`src/rtl/uart_fb_loader.sv`:
```
// UART byte-stream loader for the 80x60 RRRGGGBB video buffer: 8N1 receiver,
// command parser (SETPOS / WRITE / FILL), auto-incrementing cursor and fill engine.
module uart_fb_loader #(
    parameter int CLK_HZ = 36000000,
    parameter int BAUD   = 115200,
    parameter int FB_W   = 80,
    parameter int FB_H   = 60,
    parameter int XW     = $clog2(FB_W),
    parameter int YW     = $clog2(FB_H)
) (
    input  logic          CLK,
    input  logic          RST,
    input  logic          RX,
    output logic          fb_we,
    output logic [XW-1:0] fb_x,
    output logic [YW-1:0] fb_y,
    output logic [7:0]    fb_data,
    output logic          busy,
    output logic          frame_err,
    output logic          cmd_err
);
    // Exact halves round down, so 312.5 at the default rates gives 312.
    localparam int DIV  = (CLK_HZ + BAUD / 2 - 1) / BAUD;
    localparam int HALF = DIV / 2;
    localparam int TW   = $clog2(DIV + 1);
    localparam logic [XW-1:0] X_MAX = XW'(FB_W - 1);
    localparam logic [YW-1:0] Y_MAX = YW'(FB_H - 1);

    // ---------------- receiver ----------------
    logic rx_m, rx_s;

    always_ff @(posedge CLK) begin
        if (RST) begin
            rx_m <= 1'b1;
            rx_s <= 1'b1;
        end else begin
            rx_m <= RX;
            rx_s <= rx_m;
        end
    end

    typedef enum logic [2:0] {R_IDLE, R_START, R_DATA, R_STOP, R_WAIT} rx_st_t;

    rx_st_t        r_st, r_nxt;
    logic [TW-1:0] tmr, tmr_n;
    logic [2:0]    bitc, bitc_n;
    logic [7:0]    sh, sh_n;
    logic          byte_vld, byte_vld_n, ferr_n;

    always_ff @(posedge CLK) begin
        if (RST) begin
            r_st      <= R_IDLE;
            tmr       <= '0;
            bitc      <= '0;
            sh        <= '0;
            byte_vld  <= 1'b0;
            frame_err <= 1'b0;
        end else begin
            r_st      <= r_nxt;
            tmr       <= tmr_n;
            bitc      <= bitc_n;
            sh        <= sh_n;
            byte_vld  <= byte_vld_n;
            frame_err <= ferr_n;
        end
    end

    always_comb begin
        r_nxt      = r_st;
        tmr_n      = tmr;
        bitc_n     = bitc;
        sh_n       = sh;
        byte_vld_n = 1'b0;
        ferr_n     = 1'b0;
        case (r_st)
            R_IDLE: begin
                if (!rx_s) begin
                    r_nxt = R_START;
                    tmr_n = '0;
                end
            end
            R_START: begin
                // Line back high at mid start bit means a glitch, not a frame.
                if (tmr == TW'(HALF - 1)) begin
                    tmr_n  = '0;
                    bitc_n = '0;
                    r_nxt  = rx_s ? R_IDLE : R_DATA;
                end else begin
                    tmr_n = tmr + TW'(1);
                end
            end
            R_DATA: begin
                if (tmr == TW'(DIV - 1)) begin
                    tmr_n = '0;
                    sh_n  = {rx_s, sh[7:1]};
                    if (bitc == 3'd7) r_nxt = R_STOP;
                    else              bitc_n = bitc + 3'd1;
                end else begin
                    tmr_n = tmr + TW'(1);
                end
            end
            R_STOP: begin
                if (tmr == TW'(DIV - 1)) begin
                    tmr_n = '0;
                    if (rx_s) begin
                        byte_vld_n = 1'b1;
                        r_nxt      = R_IDLE;
                    end else begin
                        ferr_n = 1'b1;
                        r_nxt  = R_WAIT;
                    end
                end else begin
                    tmr_n = tmr + TW'(1);
                end
            end
            R_WAIT:  if (rx_s) r_nxt = R_IDLE;
            default: r_nxt = R_IDLE;
        endcase
    end

    // ---------------- parser / cursor / fill ----------------
    typedef enum logic [2:0] {P_IDLE, P_OP, P_SX, P_SY, P_CNT, P_PIX, P_FCOL, P_FILL} p_st_t;

    p_st_t         p_st, p_nxt;
    logic [XW-1:0] cur_x, cur_x_n, set_x, set_x_n, fb_x_n;
    logic [YW-1:0] cur_y, cur_y_n, fb_y_n;
    logic [8:0]    cnt, cnt_n;
    logic [7:0]    fb_data_n;
    logic          fb_we_n, busy_n, cmd_err_n;

    always_ff @(posedge CLK) begin
        if (RST) begin
            p_st    <= P_IDLE;
            cur_x   <= '0;
            cur_y   <= '0;
            set_x   <= '0;
            cnt     <= '0;
            fb_we   <= 1'b0;
            fb_x    <= '0;
            fb_y    <= '0;
            fb_data <= '0;
            busy    <= 1'b0;
            cmd_err <= 1'b0;
        end else begin
            p_st    <= p_nxt;
            cur_x   <= cur_x_n;
            cur_y   <= cur_y_n;
            set_x   <= set_x_n;
            cnt     <= cnt_n;
            fb_we   <= fb_we_n;
            fb_x    <= fb_x_n;
            fb_y    <= fb_y_n;
            fb_data <= fb_data_n;
            busy    <= busy_n;
            cmd_err <= cmd_err_n;
        end
    end

    always_comb begin
        p_nxt     = p_st;
        cur_x_n   = cur_x;
        cur_y_n   = cur_y;
        set_x_n   = set_x;
        cnt_n     = cnt;
        fb_we_n   = 1'b0;
        fb_x_n    = fb_x;
        fb_y_n    = fb_y;
        fb_data_n = fb_data;
        busy_n    = busy;
        cmd_err_n = 1'b0;
        case (p_st)
            P_IDLE: if (byte_vld && sh == 8'hA5) p_nxt = P_OP;
            P_OP: begin
                if (byte_vld) begin
                    case (sh)
                        8'h01:   p_nxt = P_SX;
                        8'h02:   p_nxt = P_CNT;
                        8'h03:   p_nxt = P_FCOL;
                        default: begin
                            cmd_err_n = 1'b1;
                            p_nxt     = P_IDLE;
                        end
                    endcase
                end
            end
            P_SX: begin
                if (byte_vld) begin
                    set_x_n = (int'(sh) >= FB_W) ? X_MAX : XW'(sh);
                    p_nxt   = P_SY;
                end
            end
            P_SY: begin
                if (byte_vld) begin
                    cur_x_n = set_x;
                    cur_y_n = (int'(sh) >= FB_H) ? Y_MAX : YW'(sh);
                    p_nxt   = P_IDLE;
                end
            end
            P_CNT: begin
                if (byte_vld) begin
                    cnt_n = (sh == 8'h00) ? 9'd256 : {1'b0, sh};
                    p_nxt = P_PIX;
                end
            end
            P_PIX: begin
                if (byte_vld) begin
                    fb_we_n   = 1'b1;
                    fb_x_n    = cur_x;
                    fb_y_n    = cur_y;
                    fb_data_n = sh;
                    if (cur_x == X_MAX) begin
                        cur_x_n = '0;
                        cur_y_n = (cur_y == Y_MAX) ? '0 : cur_y + YW'(1);
                    end else begin
                        cur_x_n = cur_x + XW'(1);
                    end
                    cnt_n = cnt - 9'd1;
                    if (cnt == 9'd1) p_nxt = P_IDLE;
                end
            end
            P_FCOL: begin
                if (byte_vld) begin
                    fb_we_n   = 1'b1;
                    fb_x_n    = '0;
                    fb_y_n    = '0;
                    fb_data_n = sh;
                    busy_n    = 1'b1;
                    p_nxt     = P_FILL;
                end
            end
            P_FILL: begin
                // The output coordinates double as the fill counter.
                if (fb_x == X_MAX && fb_y == Y_MAX) begin
                    busy_n  = 1'b0;
                    cur_x_n = '0;
                    cur_y_n = '0;
                    p_nxt   = P_IDLE;
                end else begin
                    fb_we_n = 1'b1;
                    if (fb_x == X_MAX) begin
                        fb_x_n = '0;
                        fb_y_n = fb_y + YW'(1);
                    end else begin
                        fb_x_n = fb_x + XW'(1);
                    end
                end
                if (byte_vld) cmd_err_n = 1'b1;
            end
            default: p_nxt = P_IDLE;
        endcase
        // A broken frame abandons any half-parsed command; a running fill carries on.
        if (frame_err && p_st != P_FILL) p_nxt = P_IDLE;
    end

endmodule

```
`config.mk`:
```
export PLATFORM = sky130hd
export DESIGN_NAME = uart_fb_loader
export DESIGN_NICKNAME = d
export VERILOG_FILES = /design/src/rtl/uart_fb_loader.sv
export SDC_FILE = /design/constraint.sdc
export NUM_CORES = 1
export LEC_CHECK = 0
export ABC_AREA = 1
export BUFFER_PORTS_ARGS = -buffer_cell sky130_fd_sc_hd__buf_2
export CAP_MARGIN = 10
export CELL_PAD_IN_SITES_DETAIL_PLACEMENT = 0
export CELL_PAD_IN_SITES_GLOBAL_PLACEMENT = 1
export CORE_ASPECT_RATIO = 0.5
export CORE_MARGIN = 2
export CORE_UTILIZATION = 25
export CTS_BUF_LIST = sky130_fd_sc_hd__clkbuf_16
export CTS_CLUSTER_SIZE = 20
export DETAILED_ROUTE_END_ITERATION = 10
export HOLD_SLACK_MARGIN = 0.15
export PLACE_DENSITY = 0.56
export SYNTH_ARGS = -nofsm -noshare
export SYNTH_HDL_FRONTEND = slang
export SYNTH_SLANG_ARGS = --single-unit
```
`constraint.sdc`:
```
create_clock -name CLK -period 1.9 [get_ports CLK]
set_input_delay 0.285 -clock CLK [delete_from_list [all_inputs] [get_ports CLK]]
set_output_delay 0.285 -clock CLK [all_outputs]
set_load 0.05 [all_outputs]
```
==> flow_summary.yaml, run 1 <==
clocking:
  cts-root-buf: "clkbuf_16"
  numCtsBuffers: 9
  cts.htree.levels: 3
  insertion_delay_ns: 0.34
  clk_pin_slew_worst_paths_ns: 0.06
  cts_tree: "yes"
  clock_path_buffers: 2
  post-cts-setup-buffer-count: 0
  clkSinkCount: 83
global_route:
  grt_max_degree: 49
  grt_overflow: 0
  grt_pass1_wl_um: 20600
  antenna_found_initial: 0
  grt_pass1_vias: 3939
  grt.total_usage_pct: 14.0
power:
  power.total_uw: 3830
  ir_drop_mv: 0.407
  power.density_nw_per_um2: 744
  leakage_uw: 0.00216
synth:
  yosys_warnings: 0
  synth_cell_types: 39
  synthTopCellsByArea: "dfxtp_1 38%, nand2_1 11%, a21oi_1 7.4%"
  syn_area_um2: 4340
  synth_top_area_share_pct: 38.2
  synthCells: 631
  yosysTopAreaCell: "dfxtp_1"
  synth_nets: 643
  seq_area_frac_synth_pct: 38.2
  syn_area_per_cell_um2: 6.88
  ys_seq_elements: 83
final_layout:
  drive_above_1_share_pct: 14.7
  fin_nets: 681
  layout_common_cells: "128 x nand2_1, 78 x nor2_1, 78 x dfxtp_1"
  area_delta_synth_final_pct: 18.5
  layout_commonest_cell: "nand2_1"
  antenna_cells_inserted: 0
  fillers: 1906
floorplan:
  start_util_pct: 25.3
  ios: 28
  rows: 34
  die-area_um2: 18500
  placeableCoreArea_um2: 17200
  fp.dieW_um: 190
  dieHeight_um: 97.2
sta:
  worst_clock_skew_ns: 0.00825
  maxSlewViolCount: 0
  tns_ns: 0
  hold_viol_final: 0
  post-route-min-period_ns: 1.71
  slew_headroom_pct: 61.9
  max_freq_mhz: 585
  whs_ns: 0.413
  tightestPinTransition_ns: 0.567
  setup_viol: 0
  rsz0062_at_grt: "false"
  fin_crit_sh_pct: 90.0
worst_setup_path:
  r2r-start: "fb_y[0]$_SDFFE_PP0P_"
  start_kind: "flip-flop"
  cp-end-kind: "flip-flop"
  cp.arrival_ns: 1.98
  timing.critical_path.mode_cell: "nand2_2"
  cp_cell_sequence: "ha_1 -> nand3_1 -> nor2_2 -> nand2_2 -> nand2_4 -> nand2_2 -> buf_4 -> o21ai_1 -> nand2_1 -> a21oi_1"
  crit_required_ns: 2.17
  crit_fanout: 9
  slowest_stage: "dfxtp_2"
  critPathMaxStageDelay_ns: 0.38
  crit_family: "simple AND/OR/NAND/NOR gates"
  critPathKind: "reg2reg"
  critPathLaunch: "fb_y[0]$_SDFFE_PP0P_"
  critPathBufInv: 1
placement:
  place_congestion: 0.846
  numPortBuffers: 27
  dp_hpwl_um: 9000
flow_run:
  drv_cap: 0
drt:
  drt_iter0_drc: 226
  vias: 4170
  dr.pass1.iters: 5
  drc: 0
  drt-total-wl_um: 12400
  antenna_left: 0
  vias_per_cell: 4.59
  wl_per_cell_um: 13.7
min_path:
  min_from: "rx_m$_SDFF_PP1_"
  min_path_type: "reg2reg"
run_status:
  status: "finished, final reports clean"
path summary, 6_finish.rpt:
| path | endpoint | cells after the start | slack, ns |
|---|---|---|---|
| setup reg to reg | fb_x[3]$_SDFFE_PP0P_ | 10 | 0.19 |
| hold reg to reg | rx_s$_SDFF_PP1_ | 1 | 0.41 |
| setup / recovery | fb_x[3]$_SDFFE_PP0P_ | 10 | 0.19 |
| hold / removal | rx_s$_SDFF_PP1_ | 1 | 0.41 |
state kept, by name (all words and copies together) (netlist names), 3 cells and up:
signal / count
cnt: 9
tmr: 9
fb_data: 8
sh: 8
cur_x: 7
fb_x: 7
set_x: 7
cur_y: 6
fb_y: 6
bitc: 3
p_st: 3
r_st: 3
layer usage:
metal / vias to the layer above / GRT usage, % / routed length (µm)
li1: 2174 / - / -
met4: 0 / 4.00 / 147
met5: - / 0 / 0
met3: 11 / 3.00 / 551
met2: 78 / 21.7 / 5430
met1: 1907 / 19.6 / 6280
cells by family after synthesis:
family / Yosys count / synth area share [%]
muxes: 1 / 0.230
DFF: 83 / 38.2
adders and majority gates: 9 / 2.59
AOI/OAI and AO/OA: 159 / 19.8
and+or+nand+nor: 278 / 28.3
buffers and inverters: 91 / 8.78
xor gates and xnor gates: 10 / 2.02
metrics by stage:
step | std cells | setup WS (ns) | util [%] | cell area (µm²)
5_1_grt | 908 | 0.00903 | 30.0 | 5150
3_3_place_gp | 891 | 0.0757 | 28.0 | 4810
4_1_cts | 908 | 0.108 | 29.9 | 5140
3_5_place_dp | 891 | 0.131 | 28.0 | 4810
6_report | 908 | 0.191 | 30.0 | 5150
2_1_floorplan | 631 | 0.0511 | - | 4350
report_power, final:
part / internal, µW / switching, µW
clock network: 1150 / 740
registers: 1750 / 8.77
logic: 53.1 / 129
timing repair:
| item | 4_1_cts | 5_1_grt |
|---|---|---|
| gates resized for setup | 0 | 5 |
| endpoints found under the hold margin | 1 | 0 |
| endpoints found under the setup margin | 0 | 10 |
| hold buffers | 1 | 0 |
worst reg2reg max path: stages, from the launching register on:
cell and delay, ns:
dfxtp_2 0.38, ha_1 0.23, nand3_1 0.10, nor2_2 0.13, nand2_2 0.10, nand2_4 0.10
nand2_2 0.12, buf_4 0.20, o21ai_1 0.09, nand2_1 0.07, a21oi_1 0.11
cell type report:
| class | instances | area (µm²) | share of cell area, % |
|---|---|---|---|
| Clock buffer | 9 | 225 | 4.37 |
| Clock inverter | 7 | 92.6 | 1.80 |
| Inverter | 73 | 277 | 5.37 |
| Multi-Input combinational cell | 457 | 2310 | 44.8 |
| Sequential cell | 83 | 1670 | 32.4 |
| Tap cell | 234 | 293 | 5.69 |
| Timing Repair Buffer | 45 | 285 | 5.54 |
synthesized netlist by cell type, drive strengths merged:
cell / number
nor4: 3
nand2: 134
a211oi: 1
a32oi: 2
dfxtp: 83
a31oi: 1
nand4: 11
a21oi: 64
nor3: 6
mux2i: 1
nand3b: 1
or2: 4
xor2: 7
a22oi: 1
o31ai: 1
o21ai: 69
o211ai: 3
buf: 10
o22ai: 12
a221oi: 5
nand3: 32
nor2: 87
xnor2: 3
ha: 9
inv: 73
clkbuf: 8
No activity file was read; power rests on OpenSTA's default activity.
==> inputs of run 2 (changes only) <==
- CTS_BUF_LIST: sky130_fd_sc_hd__clkbuf_16 -> not set
==> run 2 against run 1 <==
  * Power rose by 1.1%
  * Critical path depth did not move
  * Final cell count did not move
  * Cell area rose by 0.19%
  * Die area did not move
  * Wire length barely moved
  * Worst hold slack barely moved
  * Register-to-register slack barely moved
  * Clock skew barely moved
  * Utilization rose by 0.058 points
  * Maximum frequency did not move
  * Global-route usage did not move
==> flow_summary.yaml, run 2 (synthesized netlist as in run 1, its figures left out) <==
global_route:
  grt_overflow: 0
  grt_pass1_wl_um: 20600
  antenna_found_initial: 0
  grt_pass1_vias: 3939
  grt.total_usage_pct: 14.0
  grt_max_degree: 49
power:
  swShare_pct: 22.7
  pwr-share-clk_pct: 49.8
  power.total_uw: 3870
  combPwrFrac_pct: 4.7
  leakage_uw: 0.00216
  p_seq_share_pct: 45.5
  power.density_nw_per_um2: 751
  ir_drop_mv: 0.407
  p_int_uw: 2990
  p_sw_uw: 881
drt:
  drt_iter0_drc: 227
  drt-total-wl_um: 12400
  vias_per_cell: 4.59
  wl_per_cell_um: 13.7
  dr.pass1.iters: 5
  vias: 4166
  drc: 0
  antenna_left: 0
placement:
  place_congestion: 0.846
  dp_hpwl_um: 9000
  numPortBuffers: 27
floorplan:
  fp.dieW_um: 190
  dieHeight_um: 97.2
  rows: 34
  placeableCoreArea_um2: 17200
  start_util_pct: 25.3
  die-area_um2: 18500
  ios: 28
worst_setup_path:
  slowest_stage: "dfxtp_2"
  critPathMaxStageDelay_ns: 0.38
  timing.critical_path.mode_cell: "nand2_2"
  start_kind: "flip-flop"
  critPathBufInv: 1
  cp_cell_sequence: "ha_1 -> nand3_1 -> nor2_2 -> nand2_2 -> nand2_4 -> nand2_2 -> buf_4 -> o21ai_1 -> nand2_1 -> a21oi_1"
  critPathKind: "reg2reg"
  crit_fanout: 9
  cp.arrival_ns: 1.98
  crit_family: "simple AND/OR/NAND/NOR gates"
  cp-end-kind: "flip-flop"
  crit_required_ns: 2.17
clocking:
  insertion_delay_ns: 0.34
  numCtsBuffers: 9
  cts-root-buf: "clkbuf_16"
  cts.htree.levels: 3
  clock_path_buffers: 2
  cts_tree: "yes"
  clkSinkCount: 83
  clk_pin_slew_worst_paths_ns: 0.06
sta:
  maxSlewViolCount: 0
  fin_crit_sh_pct: 90.0
  tns_ns: 0
  setup_viol: 0
  post-route-min-period_ns: 1.71
  hold_viol_final: 0
  slew_headroom_pct: 61.9
  worst_clock_skew_ns: 0.00826
  rsz0062_at_grt: "false"
  tightestPinTransition_ns: 0.567
  max_freq_mhz: 585
final_layout:
  area_delta_synth_final_pct: 18.8
  layout_commonest_cell: "nand2_1"
  layout_common_cells: "128 x nand2_1, 78 x nor2_1, 78 x dfxtp_1"
  top_regs: "cnt x9, tmr x9"
  antenna_cells_inserted: 0
  fin_nets: 681
  drive_above_1_share_pct: 14.8
min_path:
  min_path_type: "reg2reg"
flow_run:
  drv_cap: 0
run_status:
  status: "finished, final reports clean"
[run 2: cell count changes in the layout (fill, tap and decap cells not counted), sizes merged]
| cell | before | now |
|---|---|---|
| clkbuf | 9 | 10 |
| clkinv | 3 | 2 |
[run 2: final timing paths]
| check | from | to | cells past startpoint | slack (ns) |
|---|---|---|---|---|
| worst max register to register | fb_y[0]$_SDFFE_PP0P_ | fb_x[3]$_SDFFE_PP0P_ | 10 | 0.19 |
| worst min-delay path | rx_m$_SDFF_PP1_ | rx_s$_SDFF_PP1_ | 1 | 0.41 |
| worst min register to register | rx_m$_SDFF_PP1_ | rx_s$_SDFF_PP1_ | 1 | 0.41 |
| worst max-delay path | fb_y[0]$_SDFFE_PP0P_ | fb_x[3]$_SDFFE_PP0P_ | 10 | 0.19 |
[run 2: cell type report]
| class | instances | area (µm²) |
|---|---|---|
| Multi-Input combinational cell | 457 | 2310 |
| Clock inverter | 6 | 88.8 |
| Sequential cell | 83 | 1670 |
| Timing Repair Buffer | 45 | 285 |
| Inverter | 73 | 277 |
| Tap cell | 234 | 293 |
| Fill cell | 1905 | 12000 |
| Clock buffer | 10 | 239 |
[run 2: layer usage]
metal  vias up  part of all wire, %  GRT usage, %
met5         -                    0             0
met2        78                   44          21.7
met4         0                  1.2          4.00
met1      1903                   51          19.6
li1       2174                    -             -
met3        11                  4.5          3.00
[run 2: repair_timing]
item | CTS | global route
hold endpoints to repair | 1 | 0
hold buffers | 1 | 0
setup endpoints to repair | 0 | 10
gates resized for setup | 0 | 5
buffers inserted | 0 | 0
[run 2: per-stage QoR]
stage / setup WS, ns / std cells / hold slack (ns) / utilization [%] / area (µm²)
after floorplan: 0.0511 / 631 / 0.389 / - / 4350
after global placement: 0.0757 / 891 / 0.399 / 28.0 / 4810
after detailed placement: 0.131 / 891 / 0.402 / 28.0 / 4810
after CTS: 0.108 / 908 / 0.419 / 30.0 / 5150
after global routing: 0.00903 / 908 / 0.431 / 30.0 / 5160
final: 0.191 / 908 / 0.413 / 30.0 / 5160
[run 2: power by group through the flow]
stage | registers (µW) | logic, µW | clock network (µW)
2_1_floorplan | 1800 | 126 | 0
3_3_place_gp | 1800 | 185 | 0
3_5_place_dp | 1800 | 183 | 0
4_1_cts | 1760 | 185 | 2000
5_1_grt | 1760 | 215 | 2060
6_report | 1760 | 183 | 1930
